--- config.mk ---
export PLATFORM = sky130hd
export DESIGN_NAME = fetch_pc_unit
export DESIGN_NICKNAME = d
export VERILOG_FILES = /design/src/rtl/cpu_pkg.sv /design/src/rtl/next_pc_calc.sv /design/src/rtl/fetch_pc_unit.sv
export SDC_FILE = /design/constraint.sdc
export NUM_CORES = 1
export LEC_CHECK = 0
export CAP_MARGIN = 10
export CORE_MARGIN = 3
export CORE_UTILIZATION = 42
export CTS_BUF_LIST = sky130_fd_sc_hd__clkbuf_8
export DETAILED_ROUTE_END_ITERATION = 10
export PLACE_DENSITY = 0.83
export SLEW_MARGIN = 5
export SYNTH_ARGS = -nofsm -noshare
export SYNTH_HDL_FRONTEND = slang
export SYNTH_HIERARCHICAL = 1
export SYNTH_SLANG_ARGS = --single-unit
--- constraint.sdc ---
create_clock -name i_Clk -period 3.1 [get_ports i_Clk]
set_input_delay 0.62 -clock i_Clk [delete_from_list [all_inputs] [get_ports i_Clk]]
set_output_delay 0.62 -clock i_Clk [all_outputs]
set_load 0.02 [all_outputs]
--- src/rtl/cpu_pkg.sv ---
// Shared fetch-stage types and constants.
//   fetch_state_e : fetch sequencer state (bubble after reset, run, halted, fault)
//   fetch_act_e   : action chosen by next_pc_calc for the current RUN edge
//   HALT_OP       : opcode that halts fetch
//   BUBBLE_WORD   : word instruction memory presents for the -4 reset address
//   RESET_ADDR    : fetch address / fetch PC after reset
package cpu_pkg;

  typedef enum logic [1:0] {
    StBubble,
    StRun,
    StHalted,
    StFault
  } fetch_state_e;

  typedef enum logic [2:0] {
    ActAdvance,
    ActStall,
    ActRedirect,
    ActHalt,
    ActFault
  } fetch_act_e;

  localparam logic [5:0]  HALT_OP     = 6'b111111;
  localparam logic [31:0] BUBBLE_WORD = 32'hFC00_0000;
  localparam logic [31:0] RESET_ADDR  = 32'hFFFF_FFFC;

endpackage

--- src/rtl/next_pc_calc.sv ---
// Combinational next-fetch-address selection for fetch_pc_unit.
// Resolves halt > stall > jump-register > jump > branch > sequential advance and
// computes the redirect targets, all masked into the instruction memory range.
// Build option: FETCH_MISALIGN_TRAP_EN turns a misaligned jump-register target into
// ActFault instead of silently clearing the low two bits.
// Ports:
//   valid_i, stall_hold_i   current word valid / previous edge entered a stall replay
//   stall_i, branch_*, jump_*, *reg*  decoder redirect and stall requests
//   instr_op_i              opcode field of the word memory presents
//   addr_i, fetch_pc_i, pc_plus4_i  current fetch address, its predecessor, and +4
//   action_o, next_addr_o   chosen action and the address to drive next
module next_pc_calc
  import cpu_pkg::*;
#(
  parameter int unsigned ImemBytes = 512,
  parameter logic [5:0]  HaltOp    = 6'b111111
) (
  input  logic        valid_i,
  input  logic        stall_hold_i,
  input  logic        stall_i,
  input  logic [5:0]  instr_op_i,
  input  logic        jump_reg_i,
  input  logic [31:0] reg_target_i,
  input  logic        jump_i,
  input  logic [25:0] jump_target_i,
  input  logic        branch_taken_i,
  input  logic [15:0] branch_offset_i,
  input  logic [31:0] addr_i,
  input  logic [31:0] fetch_pc_i,
  input  logic [31:0] pc_plus4_i,
  output fetch_act_e  action_o,
  output logic [31:0] next_addr_o
);

  localparam logic [31:0] AddrMask = 32'(ImemBytes - 1);

  logic [31:0] seq_addr;
  logic [31:0] br_target;
  logic [31:0] j_target;
  logic [31:0] jr_target;

  assign seq_addr  = (addr_i + 32'd4) & AddrMask;
  assign br_target = (pc_plus4_i + {{14{branch_offset_i[15]}}, branch_offset_i, 2'b00}) & AddrMask;
  assign j_target  = {pc_plus4_i[31:28], jump_target_i, 2'b00} & AddrMask;
  assign jr_target = {reg_target_i[31:2], 2'b00} & AddrMask;

`ifndef FETCH_MISALIGN_TRAP_EN
  // Low target bits are dropped without a trap in this build.
  logic unused_reg_target_lsbs;
  assign unused_reg_target_lsbs = ^reg_target_i[1:0];
`endif

  always_comb begin
    action_o    = ActAdvance;
    next_addr_o = seq_addr;
    if (valid_i) begin
      if (instr_op_i == HaltOp) begin
        action_o    = ActHalt;
        next_addr_o = addr_i;
      end else if (stall_i) begin
        // Replay: refetch the word currently being presented.
        action_o    = ActStall;
        next_addr_o = fetch_pc_i;
      end else if (jump_reg_i) begin
`ifdef FETCH_MISALIGN_TRAP_EN
        if (reg_target_i[1:0] != 2'b00) begin
          action_o    = ActFault;
          next_addr_o = addr_i;
        end else
`endif
        begin
          action_o    = ActRedirect;
          next_addr_o = jr_target;
        end
      end else if (jump_i) begin
        action_o    = ActRedirect;
        next_addr_o = j_target;
      end else if (branch_taken_i) begin
        action_o    = ActRedirect;
        next_addr_o = br_target;
      end
    end else if (stall_hold_i && stall_i) begin
      // Stall still asserted while replaying: keep the replay address parked.
      action_o    = ActStall;
      next_addr_o = fetch_pc_i;
    end
  end

endmodule

--- src/rtl/fetch_pc_unit.sv ---
// Program counter and fetch sequencer in front of a registered instruction memory.
// Drives o_Addr, tracks the address of the word memory presents (o_Fetch_PC) and marks
// that word valid for the decoder. Handles redirects, stall replay and halt.
// Build option: FETCH_MISALIGN_TRAP_EN enables the FAULT state / o_Fault on a
// misaligned jump-register target; otherwise o_Fault is tied low.
// Ports:
//   i_Clk, i_Rst                      clock, synchronous active-high reset
//   i_Stall                           hazard stall (replays the current word)
//   i_Branch_Taken/i_Branch_Offset    taken branch, signed word offset
//   i_Jump/i_Jump_Target              J/JAL, 26-bit target field
//   i_Jump_Reg/i_Reg_Target           JR/JALR, register target
//   i_Instruction                     word from instruction memory
//   o_Addr, o_Fetch_PC, o_PC_Plus4    fetch address, address of i_Instruction, +4
//   o_Valid, o_Halted, o_Fault        word valid, halt reached, misaligned target trap
module fetch_pc_unit #(
  parameter int unsigned IMEM_BYTES = 512,
  parameter logic [5:0]  HALT_OP    = 6'b111111
) (
  input  logic        i_Clk,
  input  logic        i_Rst,
  input  logic        i_Stall,
  input  logic        i_Branch_Taken,
  input  logic [15:0] i_Branch_Offset,
  input  logic        i_Jump,
  input  logic [25:0] i_Jump_Target,
  input  logic        i_Jump_Reg,
  input  logic [31:0] i_Reg_Target,
  input  logic [31:0] i_Instruction,
  output logic [31:0] o_Addr,
  output logic [31:0] o_Fetch_PC,
  output logic [31:0] o_PC_Plus4,
  output logic        o_Valid,
  output logic        o_Halted,
  output logic        o_Fault
);

  import cpu_pkg::*;

  fetch_state_e state_q, state_d;
  logic [31:0]  addr_q, addr_d;
  logic [31:0]  fetch_pc_q, fetch_pc_d;
  logic         valid_q, valid_d;
  logic         halted_q, halted_d;
  logic         stall_hold_q, stall_hold_d;
  fetch_act_e   action;
  logic [31:0]  next_addr;
  logic [31:0]  pc_plus4;

  logic unused_instr_low;
  assign unused_instr_low = ^i_Instruction[25:0];

  assign pc_plus4 = fetch_pc_q + 32'd4;

  next_pc_calc #(
    .ImemBytes(IMEM_BYTES),
    .HaltOp   (HALT_OP)
  ) u_next_pc_calc (
    .valid_i        (valid_q),
    .stall_hold_i   (stall_hold_q),
    .stall_i        (i_Stall),
    .instr_op_i     (i_Instruction[31:26]),
    .jump_reg_i     (i_Jump_Reg),
    .reg_target_i   (i_Reg_Target),
    .jump_i         (i_Jump),
    .jump_target_i  (i_Jump_Target),
    .branch_taken_i (i_Branch_Taken),
    .branch_offset_i(i_Branch_Offset),
    .addr_i         (addr_q),
    .fetch_pc_i     (fetch_pc_q),
    .pc_plus4_i     (pc_plus4),
    .action_o       (action),
    .next_addr_o    (next_addr)
  );

`ifdef FETCH_MISALIGN_TRAP_EN
  logic fault_q, fault_d;
`endif

  always_comb begin
    state_d      = state_q;
    addr_d       = addr_q;
    fetch_pc_d   = fetch_pc_q;
    valid_d      = valid_q;
    halted_d     = halted_q;
    stall_hold_d = stall_hold_q;
`ifdef FETCH_MISALIGN_TRAP_EN
    fault_d      = fault_q;
`endif
    unique case (state_q)
      StBubble: begin
        // Memory latches the -4 bubble word on this edge, so valid stays low.
        addr_d  = 32'd0;
        valid_d = 1'b0;
        state_d = StRun;
      end
      StRun: begin
        unique case (action)
          ActAdvance: begin
            fetch_pc_d   = addr_q;
            addr_d       = next_addr;
            valid_d      = 1'b1;
            stall_hold_d = 1'b0;
          end
          ActRedirect: begin
            // The word latched this edge is wrong-path; flush it.
            fetch_pc_d   = addr_q;
            addr_d       = next_addr;
            valid_d      = 1'b0;
            stall_hold_d = 1'b0;
          end
          ActStall: begin
            addr_d       = next_addr;
            valid_d      = 1'b0;
            stall_hold_d = 1'b1;
          end
          ActHalt: begin
            state_d  = StHalted;
            halted_d = 1'b1;
            valid_d  = 1'b0;
          end
`ifdef FETCH_MISALIGN_TRAP_EN
          ActFault: begin
            state_d = StFault;
            fault_d = 1'b1;
            valid_d = 1'b0;
          end
`endif
          default: ;
        endcase
      end
      // Halted and fault states hold everything until reset.
      default: ;
    endcase
  end

  always_ff @(posedge i_Clk) begin
    if (i_Rst) begin
      state_q      <= StBubble;
      addr_q       <= RESET_ADDR;
      fetch_pc_q   <= RESET_ADDR;
      valid_q      <= 1'b0;
      halted_q     <= 1'b0;
      stall_hold_q <= 1'b0;
    end else begin
      state_q      <= state_d;
      addr_q       <= addr_d;
      fetch_pc_q   <= fetch_pc_d;
      valid_q      <= valid_d;
      halted_q     <= halted_d;
      stall_hold_q <= stall_hold_d;
    end
  end

`ifdef FETCH_MISALIGN_TRAP_EN
  always_ff @(posedge i_Clk) begin
    if (i_Rst) begin
      fault_q <= 1'b0;
    end else begin
      fault_q <= fault_d;
    end
  end
  assign o_Fault = fault_q;
`else
  assign o_Fault = 1'b0;
`endif

  assign o_Addr     = addr_q;
  assign o_Fetch_PC = fetch_pc_q;
  assign o_PC_Plus4 = pc_plus4;
  assign o_Valid    = valid_q;
  assign o_Halted   = halted_q;

endmodule
======== Yosys cells after proc, flatten, opt, wreduce, memory -nomap -nowiden ========
Index checks and enable logic that the tools add are counted.
word-level totals
  output and inout port bits .............. 99
  register bits ........................... 69
  word-level logic and storage cells ...... 53
  input port bits ......................... 112
operators by class
  reductions and logical operators ........ 14
  multiplexer cells ....................... 21
  eq/ne operators ......................... 9
  $add $sub $neg .......................... 3
operators by type and width
  kind                                                   count
  2-to-1 mux 32 bit                                      7
  one-hot mux 32 bit (2 select lines)                    1
  adder 32 x 3 -> 32 bit, second input constant          1
  2-to-1 mux 3 bit                                       5
  AND reduction 2 bit                                    5
  adder 9 x 3 -> 9 bit, second input constant            1
  adder 9 bit                                            1
  2-to-1 mux 9 bit                                       1
  == test 3 x 2 -> 1 bit, second input constant          2
  == test 6 bit, second input constant                   1
  inequality test 3 bit, second input constant           2
  one-hot mux 1 bit (2 select lines)                     3
  OR reduction 3 bit                                     2
  2-to-1 mux 2 bit                                       2
  one-hot mux 2 bit (2 select lines)                     1
  nonzero test 2 bit                                     2
  == test 3 x 1 -> 1 bit, second input constant          1
  zero test 3 bit                                        1
  AND reduction 3 bit                                    1
  == test 2 x 1 -> 1 bit, second input constant          1
  zero test 2 bit                                        1
  inequality test 2 x 1 -> 1 bit, second input constant  1
  inequality test 2 bit, second input constant           1
  OR reduction 2 bit                                     1
  2 further kinds                                        2

======== Depth between registers and ports, before layout ========
Gate-level depths: netlist of the first run.
  word-level depth ........................ 10
  depth in mapped cells ................... 11
  depth with buffers taken out ............ 11

======== Hierarchy ========
Netlist of the first run, hierarchy kept.
modules (own cells, without submodules)
  module         area each (µm²)  sequential area each (µm²)  times used  cells an instance
  fetch_pc_unit  3139.3           1381.3                      1           323
  next_pc_calc   1223.7           0.0                         1           188

======== Worst setup path after synthesis of the first run ========
OpenSTA, ideal clock, no wires.
  path kind ............................... register to register
  start point ............................. register fetch_pc_q[2], in the netlist o_Fetch_PC[2]
  end point ............................... register addr_q[4], in the netlist o_Addr[4]
  cell stages (with the launch flop) ...... 10
  arrival time ............................ 2.623 ns
  path buffers ............................ 0
  setup slack ............................. 0.357 ns
  library setup time ...................... 0.120 ns
  clock period less this slack ............ 2.743 ns
  required time ........................... 2.980 ns
  cell sequence ........................... dfxtp_1 ha_1 xor2_1 ha_1 xnor2_1 a211oi_1 nor3_1 a2111oi_0 o22ai_1 a211o_1
between the ends
  cells in the longest elaborated chain, start to end .. 10
RTL lines
  element                              RTL line              source
  start: declaration                   fetch_pc_unit.sv:41   logic [31:0] fetch_pc_q, fetch_pc_d;
  start signal: assignment             fetch_pc_unit.sv:147  fetch_pc_q <= fetch_pc_d;
  adder 32 x 3 -> 32 bit               fetch_pc_unit.sv:52   assign pc_plus4 = fetch_pc_q + 32'd4;
  named net o_PC_Plus4[4]              fetch_pc_unit.sv:31   output logic [31:0] o_PC_Plus4,
  adder 9 bit                          next_pc_calc.sv:43    assign br_target = (pc_plus4_i + {{14{branch_offset_i[15]}}, branch_offset_i, 2'b00}) & AddrMask;
  2-to-1 mux 9 bit                     next_pc_calc.sv:78    end else if (branch_taken_i) begin
  2-to-1 mux 32 bit                    next_pc_calc.sv:75    end else if (jump_i) begin
  2-to-1 mux 32 bit                    next_pc_calc.sv:64    end else if (jump_reg_i) begin
  2-to-1 mux 32 bit                    next_pc_calc.sv:60    end else if (stall_i) begin
  2-to-1 mux 32 bit                    next_pc_calc.sv:57    if (instr_op_i == HaltOp) begin
  2-to-1 mux 32 bit                    next_pc_calc.sv:56    if (valid_i) begin
  named net next_addr[4]               fetch_pc_unit.sv:46   logic [31:0] next_addr;
  2-to-1 mux 32 bit                    fetch_pc_unit.sv:97   unique case (action)
  one-hot mux 32 bit (2 select lines)  fetch_pc_unit.sv:89   unique case (state_q)
  end signal: assignment               fetch_pc_unit.sv:146  addr_q <= addr_d;
  end: declaration                     fetch_pc_unit.sv:40   logic [31:0] addr_q, addr_d;
The timed path passes the listed nets, and every way through them passes these cells. The select of a mux whose other input is x is not followed.
A chain may end at the register's enable or synchronous reset.

======== Worst setup path in the final report of the first run ========
  start point ............................. register fetch_pc_q[2], in the netlist o_Fetch_PC[2]
  end point ............................... output o_PC_Plus4[10]
between the ends
  cells in the longest elaborated chain, start to end .. 1
RTL lines
  element                 RTL line
  adder 32 x 3 -> 32 bit  fetch_pc_unit.sv:52
  end: declaration        fetch_pc_unit.sv:31
No other way between the ends.

==> results_dict.tcl, run 1 <==
set metrics [dict create \
    syn_area_sq_mm 0.00436 \
    die_area_sq_mm 0.0116 \
    post-place-cells 761 \
    nets 763 \
    dieWidth_microns 108 \
    maxSlewHeadroom_pct 30.2 \
    timing.rr.start "o_Fetch_PC[2]" \
    crit_type "reg2out" \
    hpwl_mm 9.52 \
    final.fill_count 892 \
    tightest_slew_ns 1.05 \
    worst-endpoint-arrival_ns 2.35 \
    r2r_cells 12 \
    grt_remaining_overflow 0 \
    layout-drive-gt1-share_pct 10.7 \
    r2r_slack_ns 0.28 \
    drtIter0Drc 249 \
    fmax_ghz 0.336 \
    ys_seq_area_share_pct 31.7 \
    cp.required_ns 2.48 \
    power_leakage_uw 0.00258 \
    grt_usage_pct 23.0 \
    cts_tree "done" \
    crit_fanout 4 \
    clkSinkCount 69 \
    endpoint "o_PC_Plus4[10]" \
    cts.clk_slew.worst_paths_ns 0.07 \
    fin_crit_sh_pct 95.9 \
    diodes 0 \
    skew_ns 0.0118 \
    grt_max_degree 49 \
    grt_pass1_wl_mm 21.8 \
    die_h_microns 108 \
    synthToLayoutAreaGrowth_pct 38.6 \
    numPortBuffers 130 \
    grt_setup_unrepaired "false" \
    hold_buffers 0 \
    num_rows 36 \
    layoutNonFillerInstCount 780 \
    start_util_pct 43.8 \
    synth_cell_type_count 59 \
    fin_util_pct 60.8 \
    holdWs_ns 0.447 \
    clk_latency_ns 0.34 \
    finalMaxSlewViolations 0 \
    synthCells 511 \
    io_pins 211 \
    fin_crit_ns 2.97 \
    ant_nets 0 \
    drc 0 \
    drt-total-wl_mm 13.5 \
    synth_flop_cell "dfxtp_1" \
    drt-pass1-iter-count 5 \
    root_buffer "clkbuf_8" \
    antenna_found_initial 0 \
    worstHoldStart "o_Halted" \
    ys_seq_elements 69 \
    grt_pass1_vias 4389 \
    syn_avg_cell_area_sq_um 8.54 \
    setup_viol 0 \
    status "finished clean" \
    core_area_sq_mm 0.00995 \
    dr_total_vias 4463 \
    clockBufferDepth 2 \
    critPathLaunch "o_Fetch_PC[2]" \
    synthArstFlopShare_pct 0 \
    cts_max_level 3 \
    synth_edf_count 0 \
    tritoncts.num_buffers 9 \
    power_density_mw_per_mm2 490 \
    start_kind "register" \
    hp-class "reg2reg" \
    yosysWarningCount 6 \
    synth.net_count 632 \
    finalSetupTns_ns 0 \
    ir_drop_uv 287 \
    cp-end-kind "output pin" \
    place_congestion 0.899 \
    max_cap_violations 0 \
    timing.rr.end "o_Addr[4]" \
    via_per_inst 5.72 \
    hold_viol_final 0 \
    wl_per_cell_microns 17.3 \
]
logic make-up after synthesis:
group | Yosys count | synth area share [%]
XOR/XNOR | 37 | 7.43
AO/OA/AOI/OAI | 138 | 23.8
buffers and inverters | 51 | 6.37
other | 2 | 0.172
multiplexers | 26 | 5.97
AND/OR/NAND/NOR | 179 | 21.9
adder cells (fa/ha/maj) | 9 | 2.75
flip-flops | 69 | 31.7
state kept, by name, indices dropped and copies added, names as in the netlist:
register	flops
o_Halted	1
o_Valid	1
o_Addr	32
o_Fetch_PC	32
stall_hold_q	1
state_q	2
Yosys cell counts (all sizes together) (2+ instances only):
cell	instances	area, sq um
xnor2	29	254
nor2	29	133
clkbuf	25	93.8
nor3	7	40.0
o22ai	3	18.8
a31oi	3	18.8
nor2b	10	62.6
buf	14	139
nand3	19	100
a211oi	9	72.6
o2111ai	2	17.5
mux2i	26	260
nor4	2	27.5
a211o	39	342
o211ai	3	22.5
conb	2	7.51
a22o	25	219
a21oi	20	104
inv	12	45.1
xor2	8	70.1
and3	41	257
dfxtp	69	1380
a221oi	3	26.3
nand2b	3	18.8
o41ai	2	17.5
a21o	3	22.5
o21ai	18	90.1
nand2	49	184
ha	8	100
nand4	12	75.1
per-stage QoR:
step | power [uW] | setup WS [ns] | area [sq um]
3_3_place_gp | 2250 | -0.150 | 5800
6_report | 2960 | 0.126 | 6050
4_1_cts | 2970 | 0.00139 | 6010
3_5_place_dp | 2270 | -0.154 | 5800
2_1_floorplan | 1770 | 0.357 | 4360
5_1_grt | 3120 | 0.00552 | 6050
cells in the final DEF (no fill, tap or decap), types with 12 or more instances in the layout:
cell               n
xnor2_1           29
nand3_1           17
a22o_1            25
nor2_1            23
nand2_1           49
a21oi_1           19
a211o_1           39
clkbuf_8          13
dfxtp_1           63
nand4_1           12
clkdlybuf4s50_1  113
mux2i_1           26
and3_1            41
buf_4             28
power breakdown:
| part | switching [uW] | leakage, uW | internal [uW] |
|---|---|---|---|
| Sequential | 93.0 | 0.000570 | 950 |
| Clock | 326 | 0.000101 | 375 |
| Combinational | 638 | 0.00190 | 578 |
| Total | 1060 | 0.00258 | 1900 |
worst max-delay path: stages, from the launching register on:
cell             delay (ns)
dfxtp_1                0.36
ha_1                   0.23
nand4_1                0.24
buf_4                  0.23
nor2_2                 0.18
xor2_1                 0.16
clkdlybuf4s50_1        0.61
how the worst min path moves through the flow:
stage / endpoint / depth (start not counted)
2_1_floorplan: state_q[1] / 2
3_3_place_gp: o_Halted / 2
3_5_place_dp: o_Halted / 2
4_1_cts: o_Halted / 2
5_1_grt: o_Halted / 2
6_report: o_Halted / 2
routing by layer:
metal / up-vias / share of wire, % / GRT usage, %
met1: 2100 / 42 / 29.3
li1: 2143 / - / -
met5: - / 0 / 0
met3: 13 / 9.6 / 6.12
met2: 207 / 47 / 38.5
met4: 0 / 1.2 / 6.04
cell type report:
| type | count | area, sq um | share of cell area [%] |
|---|---|---|---|
| clock inverter | 3 | 17.5 | 0.290 |
| tap | 133 | 166 | 2.75 |
| timing repair buffer | 159 | 1530 | 25.3 |
| clock buffer | 13 | 179 | 2.96 |
| sequential | 69 | 1390 | 23.0 |
| multi-input combinational | 391 | 2720 | 45.0 |
| inverter | 12 | 45.0 | 0.745 |
timing repair:
item                                    CTS  global route
pin swaps                                 1             0
cloned                                    0             0
resized for setup                        11            14
buffers inserted                          3             0
endpoints found under the setup margin    9            13
Power figures use the tool's default switching activity.
==> run 2, diff against run 1 <==
- CTS_CLUSTER_DIAMETER: unset -> 100
==> results of run 2 <==
No change in the layout: final DEF, timing and power equal those of run 1.
==> run 3, diff against run 2 <==
- CORE_UTILIZATION: 42 -> 55
- DONT_BUFFER_PORTS: unset -> 1
- PLACE_DENSITY: 0.83 -> 0.7
==> results_dict.tcl, run 3 (same netlist as run 1, synthesis figures left out) <==
set metrics [dict create \
    status "finished clean" \
    place_congestion 0.892 \
    dp_slack_ns 0.194 \
    maxSlewHeadroom_pct 33.7 \
    final_common_cell "dfxtp_1" \
    tightest_slew_ns 0.993 \
    num_rows 31 \
    hold_viol_final 0 \
    grt_remaining_overflow 0 \
    synthToLayoutAreaGrowth_pct 8.55 \
    timing.rr.end "o_Addr[4]" \
    drtIter0Drc 221 \
    fin_crit_ns 2.94 \
    timing.rr.start "o_Fetch_PC[2]" \
    fmax_ghz 0.341 \
    grt_setup_unrepaired "false" \
    finalSetupTns_ns 0 \
    cts_tree "done" \
    crit_type "reg2reg" \
    worstHoldStart "i_Rst" \
    skew_ns 0.0101 \
    power_density_mw_per_mm2 575 \
    dr_total_vias 3964 \
    fin_ws_ns 0.164 \
    clockBufferDepth 2 \
    core_area_sq_mm 0.00749 \
    ant_nets 0 \
    post-place-cells 608 \
    fin_crit_sh_pct 94.7 \
    hpwl_mm 8.20 \
    ir_drop_uv 321 \
    dieWidth_microns 95.1 \
    grt_usage_pct 26.1 \
    critPathLaunch "o_Fetch_PC[2]" \
    worst-endpoint-arrival_ns 3.17 \
    die_area_sq_mm 0.00904 \
    grt_max_degree 50 \
    layout-drive-gt1-share_pct 13.1 \
    layoutNonFillerInstCount 624 \
    diodes 0 \
    wl_per_cell_microns 19.2 \
    drt-total-wl_mm 12.0 \
    antenna_found_initial 0 \
    via_per_inst 6.35 \
    finalMaxSlewViolations 0 \
    hp-class "in2reg" \
    numPortBuffers 0 \
    crit_fanout 5 \
    grt_pass1_wl_mm 18.8 \
    cts_max_level 3 \
    grt_pass1_vias 3732 \
    power_leakage_uw 0.00205 \
    root_buffer "clkbuf_8" \
    mostFrequentLayoutCells "dfxtp_1, nand2_1, and3_1" \
    clk_latency_ns 0.34 \
    cp-end-kind "register" \
    start_util_pct 58.3 \
    drc 0 \
    cp.required_ns 3.33 \
    cts.clk_slew.worst_paths_ns 0.08 \
    nets 641 \
    r2r_cells 9 \
    setup_viol 0 \
    fin_util_pct 63.3 \
    clkSinkCount 69 \
    tritoncts.num_buffers 9 \
    die_h_microns 95.1 \
    io_pins 211 \
    total_power_uw 2720 \
    max_cap_violations 0 \
    r2r_slack_ns 0.16 \
    start_kind "register" \
    drt-pass1-iter-count 4 \
    endpoint "o_Addr[4]" \
]
[run 3: cell types whose count changed in the layout (fill, tap and decap cells not counted), moves of 2 or more]
cell	previous run	this run
clkbuf_8	13	10
dlygate4sd2_1	9	0
clkdlybuf4s50_1	113	0
inv_1	10	12
dlymetal6s2s_1	7	0
dfxtp_2	6	3
dfxtp_1	63	66
buf_4	28	37
[run 3: final cells by class]
class,count,area (sq um)
clock inverters,6,55.1
clock buffers,10,138
inverters,12,45.0
well taps,99,124
multi-input cells,391,2710
fillers,666,2750
repair buffers,37,278
flip-flops and latches,69,1390
[run 3: through the flow]
stage               hold slack (ns)  area [sq um]
floorplan                     0.487          4360
global placement              0.502          4530
detailed placement            0.523          4530
CTS                           0.329          4730
global route                  0.324          4740
finish                        0.346          4740
[run 3: per-layer routing]
metal	GRT usage, %	up-vias	share of wire [%]
met5	0	-	0
met4	6.97	0	1.2
met3	9.16	16	12
met2	41.1	188	45
met1	33.9	1859	42
li1	-	1901	-
[run 3: what timing repair did]
action	CTS	global route
setup endpoints to repair	0	9
resized for setup	0	4
buffers inserted	0	0
hold buffers	0	0
[run 3: power breakdown]
part | total (uW) | internal (uW) | switching, uW
sequential | 1110 | 949 | 159
combinational | 888 | 375 | 513
clock | 727 | 385 | 342
total | 2720 | 1710 | 1010
[run 3: worst min path at each step]
stage | to | slack, ns | depth (start not counted)
after floorplan | state_q[1] | 0.49 | 2
after global placement | state_q[1] | 0.50 | 2
after detailed placement | state_q[1] | 0.52 | 2
after CTS | o_Halted | 0.33 | 1
after global routing | state_q[1] | 0.32 | 1
final | o_Halted | 0.35 | 1
[run 3: worst max-delay path, stage by stage, from the launching register on]
cell and delay (ns):
dfxtp_1 0.40, ha_1 0.24, xor2_1 0.22, ha_1 0.31
xnor2_1 0.18, a211oi_1 0.24, nor3_1 0.07, a2111oi_0 0.70
o22ai_1 0.16, a211o_1 0.30
